**config.mk**
```make
export PLATFORM = sky130hd
export DESIGN_NAME = simmem_release_scheduler
export DESIGN_NICKNAME = d
export VERILOG_FILES = /design/src/rtl/simmem_release_scheduler.sv
export SDC_FILE = /design/constraint.sdc
export NUM_CORES = 2
export LEC_CHECK = 0
export CAP_MARGIN = 20
export CORE_MARGIN = 1
export CORE_UTILIZATION = 50
export CTS_BUF_LIST = sky130_fd_sc_hd__clkbuf_2 sky130_fd_sc_hd__clkbuf_4 sky130_fd_sc_hd__clkbuf_8
export CTS_CLUSTER_DIAMETER = 80
export CTS_CLUSTER_SIZE = 8
export DETAILED_ROUTE_END_ITERATION = 7
export HOLD_SLACK_MARGIN = 0.15
export PLACE_DENSITY = 0.67
export SETUP_SLACK_MARGIN = 0.15
export SLEW_MARGIN = 10
export SYNTH_ARGS = -nofsm -noshare
export SYNTH_HDL_FRONTEND = slang
export SYNTH_SLANG_ARGS = --single-unit
```
**constraint.sdc**
```tcl
create_clock -name clk_i -period 5.7 [get_ports clk_i]
set_input_delay 1.14 -clock clk_i [delete_from_list [all_inputs] [get_ports clk_i]]
set_output_delay 1.14 -clock clk_i [all_outputs]
set_load 0.02 [all_outputs]
```
**src/rtl/simmem_release_scheduler.sv**
```systemverilog
// Per-slot delay scheduler for the simulated memory message bank.
// A slot becomes releasable once its countdown reaches zero.
module simmem_release_scheduler #(
    parameter int NumSlots   = 128,
    parameter int DelayWidth = 8,
    localparam int AddrWidth = $clog2(NumSlots),
    localparam int CntWidth  = $clog2(NumSlots) + 1
) (
    input  logic                  clk_i,
    input  logic                  rst_ni,
    input  logic                  sched_valid_i,
    output logic                  sched_ready_o,
    input  logic [AddrWidth-1:0]  sched_addr_i,
    input  logic [DelayWidth-1:0] sched_delay_i,
    input  logic                  freeze_i,
    output logic [NumSlots-1:0]   release_en_o,
    input  logic                  released_valid_i,
    input  logic [AddrWidth-1:0]  released_addr_i,
    output logic [CntWidth-1:0]   pending_cnt_o,
    output logic                  err_o
);

    logic [NumSlots-1:0]   busy;
    logic [DelayWidth-1:0] cnt [NumSlots];
    logic                  sched_hs;
    logic                  rel_ok;

    always_comb begin
        release_en_o = '0;
        for (int k = 0; k < NumSlots; k++) begin
            release_en_o[k] = busy[k] && (cnt[k] == '0);
        end
    end

    assign sched_ready_o = !busy[sched_addr_i];
    assign sched_hs      = sched_valid_i && sched_ready_o;
    // Only a slot already signalling release may be retired.
    assign rel_ok        = released_valid_i && release_en_o[released_addr_i];

    always_ff @(posedge clk_i or negedge rst_ni) begin
        if (!rst_ni) begin
            busy <= '0;
        end else begin
            if (sched_hs) begin
                busy[sched_addr_i] <= 1'b1;
            end
            if (rel_ok) begin
                busy[released_addr_i] <= 1'b0;
            end
        end
    end

    always_ff @(posedge clk_i or negedge rst_ni) begin
        if (!rst_ni) begin
            for (int k = 0; k < NumSlots; k++) begin
                cnt[k] <= '0;
            end
        end else begin
            for (int k = 0; k < NumSlots; k++) begin
                if (sched_hs && (sched_addr_i == AddrWidth'(k))) begin
                    cnt[k] <= sched_delay_i;
                end else if (!freeze_i && busy[k] && (cnt[k] != '0)) begin
                    cnt[k] <= cnt[k] - DelayWidth'(1);
                end
            end
        end
    end

    always_ff @(posedge clk_i or negedge rst_ni) begin
        if (!rst_ni) begin
            pending_cnt_o <= '0;
        end else if (sched_hs && !rel_ok) begin
            pending_cnt_o <= pending_cnt_o + CntWidth'(1);
        end else if (rel_ok && !sched_hs) begin
            pending_cnt_o <= pending_cnt_o - CntWidth'(1);
        end
    end

    always_ff @(posedge clk_i or negedge rst_ni) begin
        if (!rst_ni) begin
            err_o <= 1'b0;
        end else if (released_valid_i && !rel_ok) begin
            err_o <= 1'b1;
        end
    end

endmodule

```
==> flow_metrics.tcl <==
set metrics [dict create \
    status "completed" \
    power.total_mw 31.87 \
    async_flop_share_pct 100.0 \
    yosys.area.top_type "dfrtp_1" \
    core-area_mm2 0.1335 \
    post-route-period-util_pct 88.42 \
    grt_pass1_wl_mm 319.0 \
    netlist_top_cells_area "dfrtp_1, nand2_1, xnor2_1, xor2_1, ha_1" \
    vias 54500 \
    critPathMaxStageDelay_ps 480 \
    clock_latency_ps 930 \
    dieArea_mm2 0.1360 \
    firstDrtPassIters 8 \
    crit_type "register to register" \
    ant_nets 0 \
    clk_pin_slew_ps 60 \
    synth_edf_count 0 \
    worst_pin_slew_ps 1234 \
    finalCriticalPeriod_ps 5040 \
    crit_arrival_ps 5830 \
    crit_path_max_fanout 4 \
    drc 0 \
    cts_inserted_buffers 165 \
    track_usage_pct 30.81 \
    crit_required_ps 6490 \
    hold_violations 0 \
    path_common_cell "a21oi_1" \
    ys_seq_area_share_pct 43.20 \
    first_iter_violations 4637 \
    wl_per_cell_um 22.33 \
    dpl_cell_area_mm2 0.07129 \
    vias_per_cell 5.806 \
    reg2reg_from "cnt[43]$_DFFE_PN0P_" \
    ys_ff_latch 1161 \
    stdcell_area_mm2 0.07385 \
    setup_slack_ps 660.0 \
    grt_pass1_vias 52390 \
    synth_most_common_cell "nand2_1" \
    startpoint_type "register" \
    dp_hpwl_mm 139.6 \
    dp.cells 9194 \
    multi_input_area_mm2 0.03533 \
    slowest_stage "and3_1" \
    yosys_warnings 0 \
    cts_buffer_depth 3 \
    ir_drop_mv 0.2893 \
    cp-startpoint "cnt[43]$_DFFE_PN0P_" \
    yosysUniqueCellTypes 71 \
    syn_nets 7701 \
    grt_max_degree 119 \
    numPortBuffers 164 \
    cts_tree "done" \
    fillers 12100 \
    antenna_found_initial 13 \
    die_y_um 368.8 \
    cp-end-kind "register" \
    die_w_um 368.8 \
    yosys.area.top_type_share_pct 43.20 \
    hold_path_class "input pin to async pin" \
    rsz0062_at_grt "false" \
    drive_above_1_share_pct 7.869 \
    slew_headroom_pct 17.57 \
    path_cells "nor4_1, and3_1, a21oi_1, or4_1, nor4_1, a221oi_1, or3_4, or2_1, ha_1, inv_1, ha_1, a21o_1, a21oi_1, o21bai_1, a21oi_1, o21bai_1, a2111oi_0, o31ai_1" \
    pre_cts_ws_ps -204.3 \
    regArea_mm2 0.02905 \
    synthToLayoutAreaGrowth_pct 9.806 \
    cts-root-buf "clkbuf_8" \
    final-setup-viol-count 0 \
    p_leak_nw 29.06 \
    io_pins 165 \
    grt-ovfl-total 0 \
    clock_skew_ps 66.86 \
    timing.fmax_mhz 198.4 \
    routed_wl_mm 209.6 \
    synthTopCellsByCount "nand2_1, dfrtp_1, o21ai_1, xnor2_1, xor2_1" \
    htree_levels 4 \
    post_cts_buffers 0 \
    fin_cells 9387 \
    drv_cap 0 \
    synth_area_mm2 0.06726 \
    fin_nets 7885 \
    avgSynthCellArea_um2 9.077 \
    place_congestion 0.9789 \
    clkSinkCount 1161 \
    p_per_area_mw_per_mm2 431.6 \
    drv_slew 0 \
    syn-instance-count 7410 \
    core.rowCount 134 \
    initial_core_util_pct 50.40 \
    synthFlopType "dfrtp_1" \
]
[flip-flops by register name (all words and copies together), names as in the netlist]
signal and flops:
busy 128, err_o 1, cnt 1024, pending_cnt_o 8
[final timing paths]
check                                                     to  slack, ps  cells after the start
max in group asynchronous              cnt[1023]$_DFFE_PN0P_       4020                      2
worst max-delay path            pending_cnt_o[7]$_DFFE_PN0P_        660                     18
worst min-delay path                    cnt[344]$_DFFE_PN0P_        270                      1
min in group clk_i              pending_cnt_o[4]$_DFFE_PN0P_        540                      2
worst min register to register  pending_cnt_o[4]$_DFFE_PN0P_        540                      2
worst max register to register  pending_cnt_o[7]$_DFFE_PN0P_        660                     18
[worst max-delay path: cells and delay by family (launching register included)]
kind	cells	cell delay (ps)
buffers and inverters	1	140
DFF	1	410
AOI/OAI and AO/OA	9	1600
and+or+nand+nor	6	2240
adders and majority gates	2	520
[repair_timing]
item / in CTS / in global routing
gates resized for setup: 0 / 1
hold buffers: 0 / 0
setup endpoints to repair: 0 / 1
[cells by family after synthesis]
| group | Yosys count | synth area share (%) |
|---|---|---|
| AND/OR/NAND/NOR | 2864 | 20.82 |
| AO/OA/AOI/OAI | 1357 | 11.64 |
| flip-flops | 1161 | 43.20 |
| XOR/XNOR | 902 | 11.75 |
| buffers and inverters | 700 | 4.351 |
| adder cells (fa/ha/maj) | 264 | 4.922 |
| multiplexers | 162 | 3.321 |
[cells in the final DEF, fill, tap and decap left out, drive strengths merged, types with 42 or more instances in the layout]
cell / synthesis / routed
xnor2: 451 / 451
clkbuf: 173 / 171
nor2: 346 / 346
nand2: 1318 / 1318
o21ai: 1048 / 1048
ha: 263 / 263
mux4: 42 / 42
inv: 364 / 366
and2: 46 / 46
nor3: 326 / 326
nor4: 159 / 159
xor2: 451 / 451
nand3: 309 / 309
nor3b: 77 / 77
clkdlybuf4s50: 0 / 147
buf: 163 / 206
a311oi: 73 / 73
or3: 96 / 96
mux2i: 51 / 51
dfrtp: 1161 / 1161
o22a: 135 / 135
and4: 58 / 58
mux2: 69 / 69
[metrics by stage]
step | hold WS, ps | TNS (ps) | utilization [%]
finish | 273.6 | 0 | 55.34
global route | 316.4 | 0 | 55.33
CTS | 267.4 | 0 | 55.32
detailed placement | 531.8 | -204.3 | 53.42
global placement | 518.2 | -138.3 | 53.40
floorplan | 498.3 | 0 | -
[layout make-up]
| type | instances | area share (%) |
|---|---|---|
| Antenna cell | 7 | 0.02372 |
| Clock buffer | 171 | 3.187 |
| Clock inverter | 14 | 0.2490 |
| Inverter | 364 | 1.850 |
| Multi-Input combinational cell | 5549 | 47.84 |
| Sequential cell | 1161 | 39.34 |
| Tap cell | 1768 | 2.995 |
| Timing Repair Buffer | 353 | 4.512 |
[power by group]
part | total (mW) | leakage (nW) | switching (mW) | internal (mW)
Combinational | 10.6 | 13.1 | 5.64 | 4.94
Clock | 6.03 | 1.29 | 3.22 | 2.81
Sequential | 15.3 | 14.6 | 3.47 | 11.8
Total | 31.9 | 29.1 | 12.3 | 19.5
[layer usage]
| metal | GRT usage (%) | part of all wire, % | up-vias |
|---|---|---|---|
| li1 | - | - | 25670 |
| met1 | 41.23 | 42 | 26510 |
| met2 | 47.86 | 45 | 1830 |
| met3 | 7.141 | 8.9 | 489 |
| met4 | 13.02 | 4.4 | 8 |
| met5 | 0 | 0.029 | - |
Note: power is estimated with default switching activity, not from simulation.
